$ cat config.mk
export PLATFORM = sky130hd
export DESIGN_NAME = ov2640_config_sequencer_flat
export DESIGN_NICKNAME = d
export VERILOG_FILES = /design/src/rtl/ov2640_config_sequencer_if.sv /design/src/rtl/ov2640_config_sequencer.sv /design/src/flat_wrapper.sv
export SDC_FILE = /design/constraint.sdc
export NUM_CORES = 1
export LEC_CHECK = 0
export BUFFER_PORTS_ARGS = -buffer_cell sky130_fd_sc_hd__buf_2
export CAP_MARGIN = 0
export CORE_ASPECT_RATIO = 1.4
export CORE_MARGIN = 5
export CORE_UTILIZATION = 45
export CTS_CLUSTER_DIAMETER = 120
export DETAILED_ROUTE_END_ITERATION = 8
export PLACE_DENSITY_LB_ADDON = 0.25
export RECOVER_POWER = 50
export REMOVE_ABC_BUFFERS = 1
export SLEW_MARGIN = 10
export SYNTH_ARGS = -nofsm -noshare
export SYNTH_HDL_FRONTEND = slang
export SYNTH_SLANG_ARGS = --single-unit
$ cat constraint.sdc
create_clock -name clk -period 6.9 [get_ports clk]
set_input_delay 1.035 -clock clk [delete_from_list [all_inputs] [get_ports clk]]
set_output_delay 1.035 -clock clk [all_outputs]
set_load 0.005 [all_outputs]
$ cat src/rtl/ov2640_config_sequencer_if.sv
// Init-ROM read port and SCCB register-write request bundle for the OV2640 sequencer.
// master = sequencer side, slave = ROM / SCCB engine side.
interface ov2640_config_sequencer_if;
  logic [7:0]  rom_addr;
  logic [17:0] rom_data;
  logic        wr_valid;
  logic [7:0]  wr_addr;
  logic [7:0]  wr_data;
  logic        wr_accept;

  modport master (
    output rom_addr,
    input  rom_data,
    output wr_valid,
    output wr_addr,
    output wr_data,
    input  wr_accept
  );

  modport slave (
    input  rom_addr,
    output rom_data,
    input  wr_valid,
    input  wr_addr,
    input  wr_data,
    output wr_accept
  );
endinterface

$ cat src/rtl/ov2640_config_sequencer.sv
// Walks the OV2640 init table (write / ms-delay / end entries) and feeds the SCCB write engine.
// One request at a time; wr_valid held until wr_accept or the accept timeout, then a fixed guard time.
module ov2640_config_sequencer #(
  parameter int INIT_DELAY_CYCLES = 480000,
  parameter int WRITE_CYCLES      = 65536,
  parameter int DELAY_UNIT        = 24000,
  parameter int ACCEPT_TIMEOUT    = 131072,
  parameter int ROM_DEPTH         = 256
) (
  input  logic                             clk,
  input  logic                             rst,
  input  logic                             start,
  ov2640_config_sequencer_if.master        bus,
  output logic                             busy,
  output logic                             done,
  output logic                             error
);

  localparam logic [2:0] S_PWR_WAIT = 3'd0;
  localparam logic [2:0] S_FETCH    = 3'd1;
  localparam logic [2:0] S_DECODE   = 3'd2;
  localparam logic [2:0] S_ISSUE    = 3'd3;
  localparam logic [2:0] S_SETTLE   = 3'd4;
  localparam logic [2:0] S_DELAY    = 3'd5;
  localparam logic [2:0] S_DONE     = 3'd6;
  localparam logic [2:0] S_ERROR    = 3'd7;

  localparam logic [7:0]  LAST_INDEX = 8'(ROM_DEPTH - 1);
  localparam logic [31:0] INIT_LAST  = 32'(INIT_DELAY_CYCLES - 1);
  localparam logic [31:0] SETTLE_LD  = 32'(WRITE_CYCLES - 1);
  localparam logic [31:0] TIMEOUT    = 32'(ACCEPT_TIMEOUT);

  logic [2:0]  state;
  logic [7:0]  index;
  logic [31:0] cnt;
  // Set when the final table slot was a write: its SETTLE ends in DONE instead of FETCH.
  logic        tail;
  logic        wr_valid_q;
  logic [7:0]  wr_addr_q;
  logic [7:0]  wr_data_q;

  logic [1:0]  rom_cmd;
  logic [7:0]  rom_reg;
  logic [7:0]  rom_val;

  assign rom_cmd = bus.rom_data[17:16];
  assign rom_reg = bus.rom_data[15:8];
  assign rom_val = bus.rom_data[7:0];

  assign bus.rom_addr = index;
  assign bus.wr_valid = wr_valid_q;
  assign bus.wr_addr  = wr_addr_q;
  assign bus.wr_data  = wr_data_q;

  assign busy  = (state != S_DONE) && (state != S_ERROR);
  assign done  = (state == S_DONE);
  assign error = (state == S_ERROR);

  always_ff @(posedge clk) begin
    if (rst) begin
      state      <= S_PWR_WAIT;
      index      <= 8'd0;
      cnt        <= 32'd0;
      tail       <= 1'b0;
      wr_valid_q <= 1'b0;
      wr_addr_q  <= 8'd0;
      wr_data_q  <= 8'd0;
    end else begin
      case (state)
        S_PWR_WAIT: begin
          if (cnt == INIT_LAST) begin
            cnt   <= 32'd0;
            index <= 8'd0;
            state <= S_FETCH;
          end else begin
            cnt <= cnt + 32'd1;
          end
        end
        S_FETCH: state <= S_DECODE;
        S_DECODE: begin
          case (rom_cmd)
            2'b00: begin
              wr_addr_q  <= rom_reg;
              wr_data_q  <= rom_val;
              wr_valid_q <= 1'b1;
              cnt        <= 32'd0;
              state      <= S_ISSUE;
            end
            2'b01: begin
              if (rom_val == 8'd0) begin
                if (index == LAST_INDEX) begin
                  state <= S_DONE;
                end else begin
                  index <= index + 8'd1;
                  state <= S_FETCH;
                end
              end else begin
                cnt   <= 32'(DELAY_UNIT) * {24'd0, rom_val} - 32'd1;
                state <= S_DELAY;
              end
            end
            default: state <= S_DONE;
          endcase
        end
        S_ISSUE: begin
          // Accept is checked first so a same-cycle accept beats the timeout.
          if (bus.wr_accept) begin
            wr_valid_q <= 1'b0;
            cnt        <= SETTLE_LD;
            state      <= S_SETTLE;
            if (index == LAST_INDEX) begin
              tail <= 1'b1;
            end else begin
              index <= index + 8'd1;
            end
          end else if (cnt == TIMEOUT) begin
            wr_valid_q <= 1'b0;
            state      <= S_ERROR;
          end else begin
            cnt <= cnt + 32'd1;
          end
        end
        S_SETTLE: begin
          if (cnt == 32'd0) begin
            state <= tail ? S_DONE : S_FETCH;
          end else begin
            cnt <= cnt - 32'd1;
          end
        end
        S_DELAY: begin
          if (cnt == 32'd0) begin
            if (index == LAST_INDEX) begin
              state <= S_DONE;
            end else begin
              index <= index + 8'd1;
              state <= S_FETCH;
            end
          end else begin
            cnt <= cnt - 32'd1;
          end
        end
        default: begin
          if (start) begin
            index <= 8'd0;
            tail  <= 1'b0;
            state <= S_FETCH;
          end
        end
      endcase
    end
  end

endmodule
$ cat src/flat_wrapper.sv
// flat-port wrapper written by rule: the top's interface ports become plain ports
module ov2640_config_sequencer_flat 
#(
  parameter int INIT_DELAY_CYCLES = 480000,
  parameter int WRITE_CYCLES      = 65536,
  parameter int DELAY_UNIT        = 24000,
  parameter int ACCEPT_TIMEOUT    = 131072,
  parameter int ROM_DEPTH         = 256
)
  (clk, rst, start, busy, done, error, bus_rom_addr, bus_rom_data, bus_wr_valid, bus_wr_addr, bus_wr_data, bus_wr_accept);
  ov2640_config_sequencer_if bus_i ();
  input  logic clk;
  input  logic rst;
  input  logic start;
  output logic busy;
  output logic done;
  output logic error;
  output wire logic [$bits(bus_i.rom_addr)-1:0] bus_rom_addr;
  input wire logic [$bits(bus_i.rom_data)-1:0] bus_rom_data;
  output wire logic [$bits(bus_i.wr_valid)-1:0] bus_wr_valid;
  output wire logic [$bits(bus_i.wr_addr)-1:0] bus_wr_addr;
  output wire logic [$bits(bus_i.wr_data)-1:0] bus_wr_data;
  input wire logic [$bits(bus_i.wr_accept)-1:0] bus_wr_accept;
  assign bus_rom_addr = bus_i.rom_addr;
  assign bus_i.rom_data = bus_rom_data;
  assign bus_wr_valid = bus_i.wr_valid;
  assign bus_wr_addr = bus_i.wr_addr;
  assign bus_wr_data = bus_i.wr_data;
  assign bus_i.wr_accept = bus_wr_accept;
  ov2640_config_sequencer #(.INIT_DELAY_CYCLES(INIT_DELAY_CYCLES), .WRITE_CYCLES(WRITE_CYCLES), .DELAY_UNIT(DELAY_UNIT), .ACCEPT_TIMEOUT(ACCEPT_TIMEOUT), .ROM_DEPTH(ROM_DEPTH)) u_core (.clk(clk), .rst(rst), .start(start), .bus(bus_i), .busy(busy), .done(done), .error(error));
endmodule
Yosys cells after proc, flatten, opt, wreduce, memory -nomap -nowiden
Cells that the tools add are included.
- mux-type cells: 34
- multiply operators: 1
- equality and inequality tests: 26
- bitwise logic cells: 2
- reductions and logical operators: 19
- add/sub/neg operators: 4
- operators with widths (cell ; number):
    two-way mux 32 bit ; 5
    one-hot mux 32 bit (4 select lines) ; 1
    one-hot mux 32 bit (2 select lines) ; 1
    two-way mux 8 bit ; 7
    one-hot mux 8 bit (5 select lines) ; 1
    adder 32 x 1 -> 32 bit, second input constant ; 1
    equality test 32 x 18 -> 1 bit, second input constant ; 1
    equality test 32 x 19 -> 1 bit, second input constant ; 1
    logical NOT 32 bit ; 1
    subtractor 32 x 1 -> 32 bit, second input constant ; 1
    two-way mux 3 bit ; 9
    subtractor 23 x 1 -> 24 bit, second input constant ; 1
    one-hot mux 3 bit (6 select lines) ; 1
    multiplier 9 x 8 -> 17 bit, first input constant ; 1
    != test 3 bit, second input constant ; 5
    equality test 3 bit, second input constant ; 4
    != test 2 x 1 -> 1 bit, second input constant ; 5
    AND reduction 5 bit ; 2
    adder 8 x 1 -> 8 bit, second input constant ; 1
    equality test 8 bit, second input constant ; 1
    logical NOT 8 bit ; 1
    != test 2 bit, second input constant ; 4
    AND reduction 7 bit ; 1
    nonzero test 7 bit ; 1
    19 further kinds ; 29
- output and inout port bits: 28
- bits of input ports: 22
- logic and storage cells: 93
- register bits: 61

Longest topological paths before layout
Gate-level depths: netlist (run 1).
- depth after elaboration: 5
- mapped depth: 19
- gate-level depth less buffers: 18

Worst setup path after synthesis (run 1)
No wires, ideal clock.
- path kind: in2reg
- start: input bus_rom_data[6]
- end: register u_core.cnt[19]
- buffers on the path: 0
- setup time: 0.127 ns
- stages on the path: 17
- path slack: 0.937 ns
- data required time: 6.773 ns
- data arrival time: 5.836 ns
- path through: inv_1 fa_1 fa_1 inv_1 fa_1 inv_1 fa_1 inv_1 ha_1 a21o_1 a221o_1 nand4b_1 o311ai_0 or4_1 o211ai_2 mux2i_1 or3_1
- cells in the longest elaborated chain, start to end: 5
- elaborated cells on any way between the ends: 8
- those cells by class: add/sub: 1; mul: 1; eq/ne: 1; mux: 3; reduce/logical: 2
- RTL lines (item ; RTL line ; RTL):
    from (decl) ; flat_wrapper.sv:19 ; input wire logic [$bits(bus_i.rom_data)-1:0] bus_rom_data;
    multiplier 9 x 8 -> 17 bit ; ov2640_config_sequencer.sv:98 ; cnt <= 32'(DELAY_UNIT) * {24'd0, rom_val} - 32'd1;
    subtractor 23 x 1 -> 24 bit ; ov2640_config_sequencer.sv:98 ;
    two-way mux 32 bit ; ov2640_config_sequencer.sv:90 ; if (rom_val == 8'd0) begin
    one-hot mux 32 bit (2 select lines) ; ov2640_config_sequencer.sv:81 ; case (rom_cmd)
    one-hot mux 32 bit (4 select lines) ; ov2640_config_sequencer.sv:69 ; case (state)
    to (signal assigned) ; ov2640_config_sequencer.sv:76 ; cnt <= cnt + 32'd1;
    to (signal assigned) ; ov2640_config_sequencer.sv:98 ;
    to (signal assigned) ; ov2640_config_sequencer.sv:120 ; cnt <= cnt + 32'd1;
    to (decl) ; ov2640_config_sequencer.sv:35 ; logic [31:0] cnt;
Parallel ways exist; a longest one is shown, timed or not. The select of a mux whose other input is x is not followed.
A chain may end at the register's enable or synchronous reset.

Worst setup path after layout (run 1)
- start: input bus_rom_data[5]
- end: register u_core.cnt[20]
Same word-level chain as after synthesis.

==> results.json, run 1 <==
{
  "tightest_slew_ns": 1.07,
  "cts_setup_buffers": 0,
  "vias": 7386,
  "seq_area_frac_synth": 0.172,
  "path_class": "in -> reg",
  "initial_core_util": 0.456,
  "io_buffers": 49,
  "clk_pin_slew_ns": 0.06,
  "drive_gt1_frac": 0.0837,
  "synth_edf_count": 0,
  "synth.avg_cell_area_um2": 7.28,
  "ys_seq_elements": 61,
  "synthCells": 972,
  "cts_sinks": 61,
  "finalSetupViolCount": 0,
  "drt_first_pass_iters": 7,
  "grt_antenna_before_repair": 0,
  "cts-buffers-inserted": 9,
  "irDropWorstVdd_v": 0.000251,
  "gr-total-overflow": 0,
  "grtUsageTotal": 0.237,
  "clockBufferDepth": 2,
  "critPathMaxFanout": 7,
  "core_area_mm2": 0.0155,
  "die_area_mm2": 0.0184,
  "leakage_uw": 0.00293,
  "cts_hold_buffers": 0,
  "syn-cell-area_mm2": 0.00708,
  "maxCapViolCount": 0,
  "fin_cells": 1176,
  "relSlewSlack": 0.285,
  "synth_area_leaders": "dfxtp_1 (17%), ha_1 (9.0%), fa_1 (6.8%)",
  "cts_tree": "yes",
  "clk_latency_ns": 0.35,
  "max_stage_delay_ns": 0.71,
  "crit_slowest_cell": "nor4_1",
  "critical_path_required_ns": 7.09,
  "via_per_inst": 6.28,
  "fmax_mhz": 162,
  "rows": 54,
  "startpoint_type": "input pin",
  "hold_path.class": "reg -> reg",
  "fin_tns_setup_ns": 0,
  "drc": 0,
  "rsz0062_at_grt": "false",
  "synth_warnings": 0,
  "area_growth_pct": 8.11,
  "yosysTopAreaCellShare": 0.172,
  "routed_wirelength_mm": 21.3,
  "endpoint_kind": "flip-flop",
  "dp_cells": 1160,
  "worstPathArrival_ns": 6.35,
  "path_buf_inv": 5,
  "globalplace.congestion": 0.975,
  "synth_largest_area_cell": "dfxtp_1",
  "clock_skew_ns": 0.00817,
  "fillers": 1579,
  "min_period_ns": 6.16,
  "powerDensity_mw_per_mm2": 380,
  "async_reset_ff_frac": 0,
  "ios": 50,
  "cts_max_level": 3,
  "synth_ff_type": "dfxtp_1",
  "outcome": "complete, no violations",
  "nNetsFinal": 1072,
  "grt_max_degree": 51,
  "cts_resized": 0,
  "die_x_um": 116,
  "postRouteAntennaNets": 0,
  "die_h_um": 158,
  "grt_pass1_wl_mm": 35.0,
  "n_antenna_cell": 0,
  "final_max_slew_viol_count": 0,
  "post-route-period-util": 0.893,
  "hold_violations": 0,
  "place_area_mm2": 0.00740,
  "path_cells": "buf_2 -> inv_1 -> fa_1 -> fa_1 -> inv_1 -> fa_1 -> inv_1 -> fa_1 -> inv_1 -> ha_1 -> a21o_1 -> a221o_1 -> nand4b_1 -> o311ai_0 -> nor4_1 -> a21boi_0 -> mux2i_1 -> a31oi_1",
  "fin_util": 0.493,
  "critPathTopFamily": "adder cells",
  "dp_hpwl_mm": 15.3,
  "first_global_vias": 7117,
  "final_area_mm2": 0.00765,
  "dr.first_iter.drc_count": 638,
  "synth_cell_types": 75,
  "route.detailed.wl_per_inst_um": 18.1,
  "cts_root_buf": "clkbuf_16"
}
-- worst min-delay path: cells and delay by family, from the launching register on --
family,cells,cell delay (ns)
flops,1,0.31
simple gates,1,0.05
compound gates,1,0.05
-- cells by family after synthesis --
group / count (synthesis) / synth area share
fa+ha+maj: 75 / 0.158
buf+inv: 143 / 0.0778
compound gates: 293 / 0.274
simple gates: 345 / 0.248
flops: 61 / 0.172
mux: 8 / 0.0117
xor+xnor: 47 / 0.0581
-- stage by stage --
stage,setup WS [ns],hold WS [ns],power [µW]
finish,0.742,0.457,2910
global route,0.481,0.483,3180
CTS,0.762,0.456,2900
detailed placement,0.375,0.447,2460
global placement,0.509,0.440,2450
floorplan,0.937,0.447,1960
-- cell usage in the layout (no fill, tap or decap), types with 5 or more instances in the layout --
cell | netlist | layout
or4_1 | 8 | 8
nand3b_1 | 6 | 6
nand2b_1 | 5 | 5
a22oi_1 | 5 | 5
o221ai_1 | 8 | 8
xnor2_1 | 29 | 29
and4_1 | 6 | 6
mux2i_1 | 6 | 6
a21o_1 | 9 | 9
a31oi_1 | 12 | 12
clkbuf_16 | 0 | 9
ha_1 | 51 | 51
nor4_1 | 16 | 16
inv_1 | 72 | 72
buf_2 | 5 | 31
nand3_1 | 34 | 34
and3_1 | 15 | 15
fa_1 | 24 | 24
or3_1 | 12 | 12
buf_4 | 0 | 12
nand4_1 | 20 | 20
a21oi_1 | 77 | 77
nor2_1 | 59 | 59
nor3_1 | 30 | 29
clkbuf_1 | 63 | 18
o31ai_1 | 5 | 5
or2_2 | 5 | 5
a211oi_1 | 7 | 7
nand2_1 | 103 | 103
o211ai_1 | 11 | 11
nor2b_1 | 5 | 5
a32o_1 | 8 | 8
a221oi_1 | 11 | 11
o21ai_0 | 75 | 75
xor2_1 | 18 | 18
o311ai_0 | 6 | 6
dfxtp_1 | 61 | 61
-- path summary, 6_finish.rpt --
check	cells past startpoint	endpoint	slack, ns	startpoint
setup / recovery	18	u_core.cnt[20]	0.74	bus_rom_data[5]
hold / removal	2	u_core.bus.wr_addr[2]	0.46	u_core.bus.wr_addr[2]
setup reg to reg	8	u_core.cnt[19]	2.80	u_core.state[0]
hold reg to reg	2	u_core.bus.wr_addr[2]	0.46	u_core.bus.wr_addr[2]
-- registers in the layout (all words and copies together) (netlist names) --
register             cells
u_core.bus.wr_data       8
u_core.bus.wr_addr       8
u_core.bus.rom_addr      8
u_core.state             3
u_core.cnt              32
u_core.tail              1
u_core.bus.wr_valid      1
-- per-layer routing --
layer / GRT usage / vias to the layer above / wire (µm)
met5: 0 / - / 0
met4: 0.126 / 0 / 860
met3: 0.0403 / 71 / 1460
met2: 0.411 / 298 / 10500
met1: 0.276 / 3442 / 8450
li1: - / 3575 / -
-- cells in the mapped netlist (16+ instances only) --
cell / instances
nor2_1: 59
nand2_1: 103
nor3_1: 30
a21oi_1: 77
nor4_1: 16
inv_1: 72
clkbuf_1: 63
xnor2_1: 29
o21ai_0: 75
ha_1: 51
nand4_1: 20
dfxtp_1: 61
xor2_1: 18
fa_1: 24
nand3_1: 34
-- report_power, final --
part	leakage (µW)	internal [µW]	switching, µW	total, µW
combinational	0.00230	726	1230	1960
sequential	0.000494	402	120	522
clock	0.000132	244	187	431
total	0.00293	1370	1540	2910
-- cell type report --
class                   count  area (µm²)  share of cell area
inverters                  74         278              0.0363
clock inverters             7        51.3             0.00670
repair buffers             61         313              0.0409
multi-input cells         768        5320               0.695
flip-flops and latches     61        1220               0.160
clock buffers               9         225              0.0294
well taps                 196         245              0.0320
Power figures use the tool's default switching activity.
==> run 2: changes to the inputs <==
CORE_MARGIN = 2   (was 5)
==> results.json, run 2 (same netlist as run 1, synthesis figures left out) <==
{
  "fin_cells": 1176,
  "cts-buffers-inserted": 9,
  "nNetsFinal": 1072,
  "leakage_uw": 0.00293,
  "cts_resized": 0,
  "p_sw_uw": 1560,
  "critical_path_required_ns": 7.13,
  "crit_slowest_cell": "o311ai_0",
  "maxCapViolCount": 0,
  "clockBufferDepth": 2,
  "die_x_um": 110,
  "path_class": "in -> reg",
  "hold_violations": 0,
  "via_per_inst": 6.28,
  "vias": 7388,
  "outcome": "complete, no violations",
  "rsz0062_at_grt": "false",
  "path_cells": "buf_2 -> inv_1 -> fa_1 -> fa_1 -> inv_1 -> fa_1 -> inv_1 -> fa_1 -> inv_1 -> ha_1 -> a21o_1 -> a221o_1 -> o311ai_0 -> or4_1 -> nor4_1 -> and3_1 -> o311a_1",
  "layout_common_cells": "nand2_1 (103), a21oi_1 (77), o21ai_0 (75)",
  "area_growth_pct": 8.13,
  "cts_hold_buffers": 0,
  "max_stage_delay_ns": 0.72,
  "critPathTopFamily": "adder cells",
  "seq_area_mm2": 0.00122,
  "finalSetupViolCount": 0,
  "startpoint_type": "input pin",
  "io_buffers": 49,
  "cts_setup_buffers": 0,
  "fin_tns_setup_ns": 0,
  "min_period_ns": 6.10,
  "switching_share": 0.532,
  "clk_latency_ns": 0.35,
  "intPower_uw": 1370,
  "core_area_mm2": 0.0155,
  "cts_max_level": 3,
  "comb_power_share": 0.672,
  "worstPathArrival_ns": 6.33,
  "drt_first_pass_iters": 7,
  "initial_core_util": 0.458,
  "grt_max_degree": 51,
  "drc": 0,
  "power.share.clock": 0.149,
  "top_register": "u_core.cnt",
  "dr.first_iter.drc_count": 633,
  "seq_power_share": 0.178,
  "irDropWorstVdd_v": 0.000256,
  "critPathMaxFanout": 7,
  "clock_skew_ns": 0.0107,
  "final_max_slew_viol_count": 0,
  "grt_antenna_before_repair": 0,
  "globalplace.congestion": 0.938,
  "hold_path.class": "reg -> reg",
  "gr-total-overflow": 0,
  "endpoint_kind": "flip-flop",
  "largest_reg_flops": 32,
  "rows": 54,
  "fillers": 1557,
  "die_h_um": 152,
  "cts_tree": "yes",
  "first_global_vias": 6915,
  "postRouteAntennaNets": 0,
  "clk_pin_slew_ns": 0.06,
  "cts_sinks": 61,
  "die_area_mm2": 0.0168,
  "grt_pass1_wl_mm": 34.6,
  "dp_cells": 1160,
  "n_antenna_cell": 0,
  "multi_input_comb_area_mm2": 0.00532,
  "powerDensity_mw_per_mm2": 383,
  "drive_gt1_frac": 0.0847,
  "fmax_mhz": 164,
  "relSlewSlack": 0.231,
  "grtUsageTotal": 0.259,
  "path_buf_inv": 5,
  "ios": 50,
  "layout_commonest_cell": "nand2_1",
  "route.detailed.wl_per_inst_um": 18.4,
  "post-route-period-util": 0.884,
  "cts_root_buf": "clkbuf_16",
  "fin_util": 0.495,
  "routed_wirelength_mm": 21.6,
  "tightest_slew_ns": 1.14,
  "dp_hpwl_mm": 15.3
}
-- run 2: cell count changes in the layout (fill, tap and decap cells not counted) --
cell / previous run / this run
clkbuf_1: 18 / 17
buf_2: 31 / 32
-- run 2: final timing paths --
path / startpoint / to / slack [ns] / cells past startpoint
setup / recovery: bus_rom_data[5] / u_core.cnt[28] / 0.80 / 17
hold / removal: u_core.bus.wr_addr[1] / u_core.bus.wr_addr[1] / 0.45 / 2
setup reg to reg: u_core.cnt[9] / u_core.cnt[19] / 3.28 / 9
hold reg to reg: u_core.bus.wr_addr[1] / u_core.bus.wr_addr[1] / 0.45 / 2
-- run 2: cell type report --
class                           instances  area share
Sequential cell                        61       0.160
Clock buffer                            9      0.0294
Multi-Input combinational cell        768       0.695
Inverter                               74      0.0363
Tap cell                              196      0.0320
Clock inverter                          7     0.00670
Timing Repair Buffer                   61      0.0410
-- run 2: tightest hold or removal path: stages, from the launching register on --
cell and delay (ns):
dfxtp_1 0.30, nand2_1 0.05, a21oi_1 0.05
-- run 2: through the flow --
step | setup slack (ns) | hold WS [ns] | cell area, µm² | power, µW
3_5_place_dp | 0.425 | 0.444 | 7400 | 2460
6_report | 0.801 | 0.449 | 7650 | 2940
5_1_grt | 0.364 | 0.471 | 7650 | 3210
3_3_place_gp | 0.495 | 0.441 | 7400 | 2450
4_1_cts | 0.786 | 0.453 | 7680 | 2910
2_1_floorplan | 0.937 | 0.447 | 6810 | 1960
-- run 2: layer usage --
metal / up-vias / global-route usage / wire [µm]
met5: - / 0 / 0
met4: 0 / 0.112 / 714
met3: 70 / 0.0338 / 1400
met2: 301 / 0.453 / 10900
met1: 3442 / 0.309 / 8630
li1: 3575 / - / -
-- run 2: power by group through the flow --
stage	Combinational [µW]	Clock [µW]	Sequential [µW]
after global routing	2210	458	534
final	1970	438	523
after detailed placement	1940	0	525
after global placement	1930	0	527
after floorplan	1470	0	493
after CTS	1950	445	517
